**src/rtl/rc_pkg.sv**
```systemverilog
// Shared round-constant table, FSM state type and index-clamping lookup
// for the round-constant unit.
package rc_pkg;

  localparam int NUM_RC = 12;

  localparam logic [6:0] RC_TABLE [NUM_RC] = '{
    7'h5A, 7'h34, 7'h73, 7'h66, 7'h57, 7'h35,
    7'h71, 7'h62, 7'h5F, 7'h25, 7'h51, 7'h22
  };

  typedef enum logic [0:0] {
    ST_IDLE = 1'b0,
    ST_RUN  = 1'b1
  } state_t;

  // Out-of-range indices saturate to the last populated entry.
  function automatic logic [6:0] rc_lookup(input int unsigned idx, input int unsigned n);
    logic [3:0] sel;
    sel = (idx >= n) ? 4'(n - 1) : 4'(idx);
    return RC_TABLE[sel];
  endfunction

endpackage

```
**src/rtl/rc_lane_add.sv**
```systemverilog
// Combinational W-bit wrapping add (or subtract, when RC_INVERSE_EN is
// defined) of one state symbol with the round constant.
module rc_lane_add #(
  parameter int W = 7
) (
  input  logic [W-1:0] lane,
  input  logic [W-1:0] rc,
`ifdef RC_INVERSE_EN
  input  logic         inv,
`endif
  output logic [W-1:0] y
);

  function automatic logic [W-1:0] wrap_add(input logic [W-1:0] a, input logic [W-1:0] b);
    return a + b;
  endfunction

`ifdef RC_INVERSE_EN
  function automatic logic [W-1:0] wrap_sub(input logic [W-1:0] a, input logic [W-1:0] b);
    return a - b;
  endfunction

  assign y = inv ? wrap_sub(lane, rc) : wrap_add(lane, rc);
`else
  assign y = wrap_add(lane, rc);
`endif

endmodule

```
**src/rtl/round_constant_unit.sv**
```systemverilog
// Multi-cycle round-constant adder: LANES packed W-bit symbols, one lane per
// enabled clock. Define RC_INVERSE_EN to enable per-instruction subtract (datab[8]).
module round_constant_unit
  import rc_pkg::*;
#(
  parameter int W      = 7,
  parameter int LANES  = 4,
  parameter int NUM_RC = rc_pkg::NUM_RC,
  parameter int IDX_W  = 4
) (
  input  logic        clk,
  input  logic        reset_n,
  input  logic        clk_en,
  input  logic        start,
  input  logic [31:0] dataa,
  input  logic [31:0] datab,
  output logic        done,
  output logic [31:0] result
);

  localparam int LW    = LANES * W;
  localparam int CNT_W = (LANES > 1) ? $clog2(LANES) : 1;

  state_t           state;
  logic [CNT_W-1:0] cnt;
  logic [LW-1:0]    lanes_p0;
  logic [W-1:0]     rc_p0;
  logic [LW-1:0]    result_p1;
  logic             accept;
  logic             last;
  logic [W-1:0]     lane_x;
  logic [W-1:0]     lane_y;
  logic             unused_in;

  assign accept    = clk_en && (state == ST_IDLE) && start;
  assign last      = (cnt == CNT_W'(LANES - 1));
  assign lane_x    = lanes_p0[int'(cnt) * W +: W];
  assign result    = 32'(result_p1);
  // Bits above the packed lanes and unused datab fields are don't-care.
  assign unused_in = ^{dataa, datab};

`ifdef RC_INVERSE_EN
  logic inv_p0;

  always_ff @(posedge clk)
    if (accept) inv_p0 <= datab[8];

  rc_lane_add #(.W(W)) u_lane_add (
    .lane (lane_x),
    .rc   (rc_p0),
    .inv  (inv_p0),
    .y    (lane_y)
  );
`else
  rc_lane_add #(.W(W)) u_lane_add (
    .lane (lane_x),
    .rc   (rc_p0),
    .y    (lane_y)
  );
`endif

  // p0: operand capture on an accepted start
  always_ff @(posedge clk) begin
    if (accept) begin
      lanes_p0 <= dataa[LW-1:0];
      rc_p0    <= W'(rc_lookup(32'(datab[IDX_W-1:0]), 32'(NUM_RC)));
    end
  end

  // p1: FSM, lane counter, result lanes and done pulse
  always_ff @(posedge clk or negedge reset_n) begin
    if (!reset_n) begin
      state     <= ST_IDLE;
      cnt       <= '0;
      done      <= 1'b0;
      result_p1 <= '0;
    end else if (clk_en) begin
      done <= 1'b0;
      case (state)
        ST_IDLE: begin
          if (start) begin
            state     <= ST_RUN;
            cnt       <= '0;
            result_p1 <= '0;
          end
        end
        ST_RUN: begin
          result_p1[int'(cnt) * W +: W] <= lane_y;
          if (last) begin
            done  <= 1'b1;
            state <= ST_IDLE;
            cnt   <= '0;
          end else begin
            cnt <= cnt + 1'b1;
          end
        end
        default: begin
          state <= ST_IDLE;
          cnt   <= '0;
        end
      endcase
    end
  end

endmodule

```
**config.mk**
```make
export PLATFORM = sky130hd
export DESIGN_NAME = round_constant_unit
export DESIGN_NICKNAME = d
export VERILOG_FILES = /design/src/rtl/rc_pkg.sv /design/src/rtl/rc_lane_add.sv /design/src/rtl/round_constant_unit.sv
export SDC_FILE = /design/constraint.sdc
export NUM_CORES = 1
export LEC_CHECK = 0
export CAP_MARGIN = 20
export CORE_ASPECT_RATIO = 0.5
export CORE_MARGIN = 2
export CORE_UTILIZATION = 25
export DETAILED_ROUTE_END_ITERATION = 10
export PLACE_DENSITY = 0.46
export SLEW_MARGIN = 30
export SYNTH_ARGS = -nofsm -noshare
export SYNTH_HDL_FRONTEND = slang
export SYNTH_SLANG_ARGS = --single-unit
```
**constraint.sdc**
```tcl
create_clock -name clk -period 4.1 [get_ports clk]
set_input_delay 0.615 -clock clk [delete_from_list [all_inputs] [get_ports clk]]
set_output_delay 0.615 -clock clk [all_outputs]
set_load 0.02 [all_outputs]
```
==> summary.md <==
| Metric | Value |
|---|---|
| Status | finished clean |
| IO buf count | 64 |
| Cell Area, Placed | 0.003761 mm² |
| Worst-margin pin slew | 0.6544 ns |
| Total iterations of the first detailed-routing run | 4 |
| Inst Count DP | 434 |
| Post-CTS setup buffer count | 0 |
| Peak supply drop | 0.2383 mV |
| Final Instance Area | 0.004026 mm² |
| Commonest non-fill, non-tap cell in the layout | clkdlybuf4s50_1 |
| Die width | 157.6 µm |
| Hold-fix buffers, CTS | 0 |
| Data arrival, critical path | 3.25 ns |
| Synth area leader | edfxtp_1 |
| DR vias | 1960 |
| Finished Layout Cells | 450 |
| Slew Limit Headroom | 56.37% |
| Fillers | 1106 |
| Tot Pwr | 2.769 mW |
| CP endpoint kind | flip-flop |
| Inserted Clock Buffers | 9 |
| CTS tree | built |
| PD cells | 687.7 mW/mm² |
| Clock sinks | 67 |
| Layout cells sized above 1 | 8.247% |
| Htree depth | 3 |
| Synth Register Bits | 67 |
| CTS root buffer | clkbuf_16 |
| Worst Hold Class | flip-flop to flip-flop |
| I/O Pins | 101 |
| Fraction of registers with async set/reset | 47.76% |
| Residual DRC | 0 |
| # nets final | 369 |
| Vert. Die Dim | 80.80 µm |
| Post-detail-place hpwl | 4922 µm |
| CTS resizes | 0 |
| GRT Overall Usage | 11.09% |
| Skew final | 0.004256 ns |
| Initial antenna violation count | 0 |
| Leak | 1.582 nW |
| Synthesis-to-layout area growth | 36.53% |
| Max-cap violations | 0 |
| Post-synthesis sequential area ratio | 62.79% |
| Initial DRC Count | 52 |
| YS warnings | 0 |
| Core Box Area | 0.01125 mm² |
| Initial Util | 26.22% |
| Count of final setup violators | 0 |
| Vias in the first global route | 2006 |
| DRT Wirelength | 6541 µm |
| First-pass GRT wire length | 10290 µm |
| Distinct cells, synth | 36 |
| Setup crit start | cnt[0] |
| Clock slew at reported path FFs | 0.05 ns |
| CP Launch Type | flip-flop |
| Skew-Pair Late Insertion Delay | 0.32 ns |
| CP Class | flip-flop to flip-flop |
| FP Rows | 27 |
| Endpoints failing hold | 0 |
| WL/cell | 14.54 µm |
| Post-layout min period | 2.994 ns |
| RSZ-0062 raised after global routing | false |
| Top_reg_cell synth | edfxtp_1 |
| Synth top area share | 35.64% |
| Most frequent cells in the layout | clkdlybuf4s50_1 (64), edfxtp_1 (35), dfrtp_1 (32) |
| Max-slew violations | 0 |
| Worst R2R Setup Slack | 1.11 ns |
| Post-Syn Area | 0.002949 mm² |
| Vias/cell | 4.356 |
| WP data required | 4.35 ns |
| Largest net degree at the start of global routing | 36 |
| Post-route ant nets | 0 |
| GRT overflow | 0 |
| Peak fanout along the critical path | 12 |
| ANT cells | 0 |
| Top post-synthesis cells by area | edfxtp_1 (36%), dfrtp_1 (27%), ha_1 (5.9%) |
| Origin of the critical flop-to-flop path | cnt[0] |
| Period utilisation layout | 73.01% |
| GPL Wtd Cong | 0.7599 |
| Maximum clock insertion buffer count | 2 |
| Synth Instances | 214 |
| Fmax | 334.0 MHz |
| Final setup TNS | 0 ns |
| Number of enable flip-flop cells after synthesis | 35 |
| Syn avg cell area | 13.78 µm² |
| Die Area | 0.01273 mm² |
| Worst Hold Launch | result_p1[13] |
-- worst max-delay path: stages, from the launching register on --
cell     delay, ns
dfrtp_1       0.76
mux4_2        0.61
ha_1          0.22
inv_1         0.08
fa_1          0.21
nor2b_1       0.07
o31a_1        0.25
a21oi_1       0.48
a22o_1        0.25
-- per-layer routing --
metal	up-vias	share of wire [%]	GRT usage [%]
li1	931	-	-
met3	7	4.7	4.109
met4	0	0.99	3.273
met1	971	47	13.83
met5	-	0	0
met2	51	48	18.25
-- worst paths after layout --
check                                      to  cells after the start
worst min-delay path            result_p1[13]                      2
worst max register to register   result_p1[4]                      8
min in group asynchronous       result_p1[26]                      2
max in group asynchronous        result_p1[2]                      2
worst min register to register  result_p1[13]                      2
worst max-delay path             result_p1[4]                      8
-- power breakdown --
part	internal (mW)	switching [mW]	total, mW
Combinational	0.499	0.592	1.09
Clock	0.425	0.257	0.682
Sequential	0.864	0.132	0.996
Total	1.79	0.981	2.77
-- layout make-up --
type / count / area (µm²) / area share, %
clock buffer: 14 / 254.0 / 6.308
clock inverter: 2 / 11.26 / 0.2797
inverter: 10 / 37.54 / 0.9323
multi-input combinational: 132 / 1017 / 25.26
sequential: 67 / 1852 / 45.99
tap: 159 / 198.9 / 4.941
timing repair buffer: 66 / 655.6 / 16.28
-- Yosys cell counts (all sizes together) (2+ instances only) --
library cell,instances
edfxtp,35
dfrtp,32
o21ai,22
nand2,17
a22o,16
ha,14
inv,10
a21oi,8
mux4,7
buf,6
nor2,6
nor2b,6
and2,5
and3,4
xnor2,4
nand3,3
a21boi,2
a21o,2
clkbuf,2
-- state kept, by name, indices dropped and copies added (netlist names) --
name,count
state,1
result_p1,28
lanes_p0,28
done,1
rc_p0,7
cnt,2
-- cell families (layout without fill, tap and decap cells) --
family | Yosys count | count (layout) | share of synthesized area, %
compound gates | 55 | 55 | 12.22
xor+xnor | 5 | 5 | 1.740
fa+ha+maj | 15 | 15 | 6.619
buf+inv | 18 | 92 | 3.097
flops | 67 | 67 | 62.79
mux | 9 | 9 | 6.067
other cells | 1 | 4 | 0.1272
simple gates | 44 | 44 | 7.340
-- per-stage QoR --
step / hold slack [ns] / utilization, % / worst slack, ns
floorplan: 0.3194 / - / 1.771
global placement: 0.4773 / 33.43 / 1.098
detailed placement: 0.4831 / 33.43 / 1.011
CTS: 0.4941 / 35.79 / 0.9876
global route: 0.5193 / 35.79 / 0.8231
finish: 0.4868 / 35.79 / 1.106
Note: power is estimated with default switching activity, not from simulation.
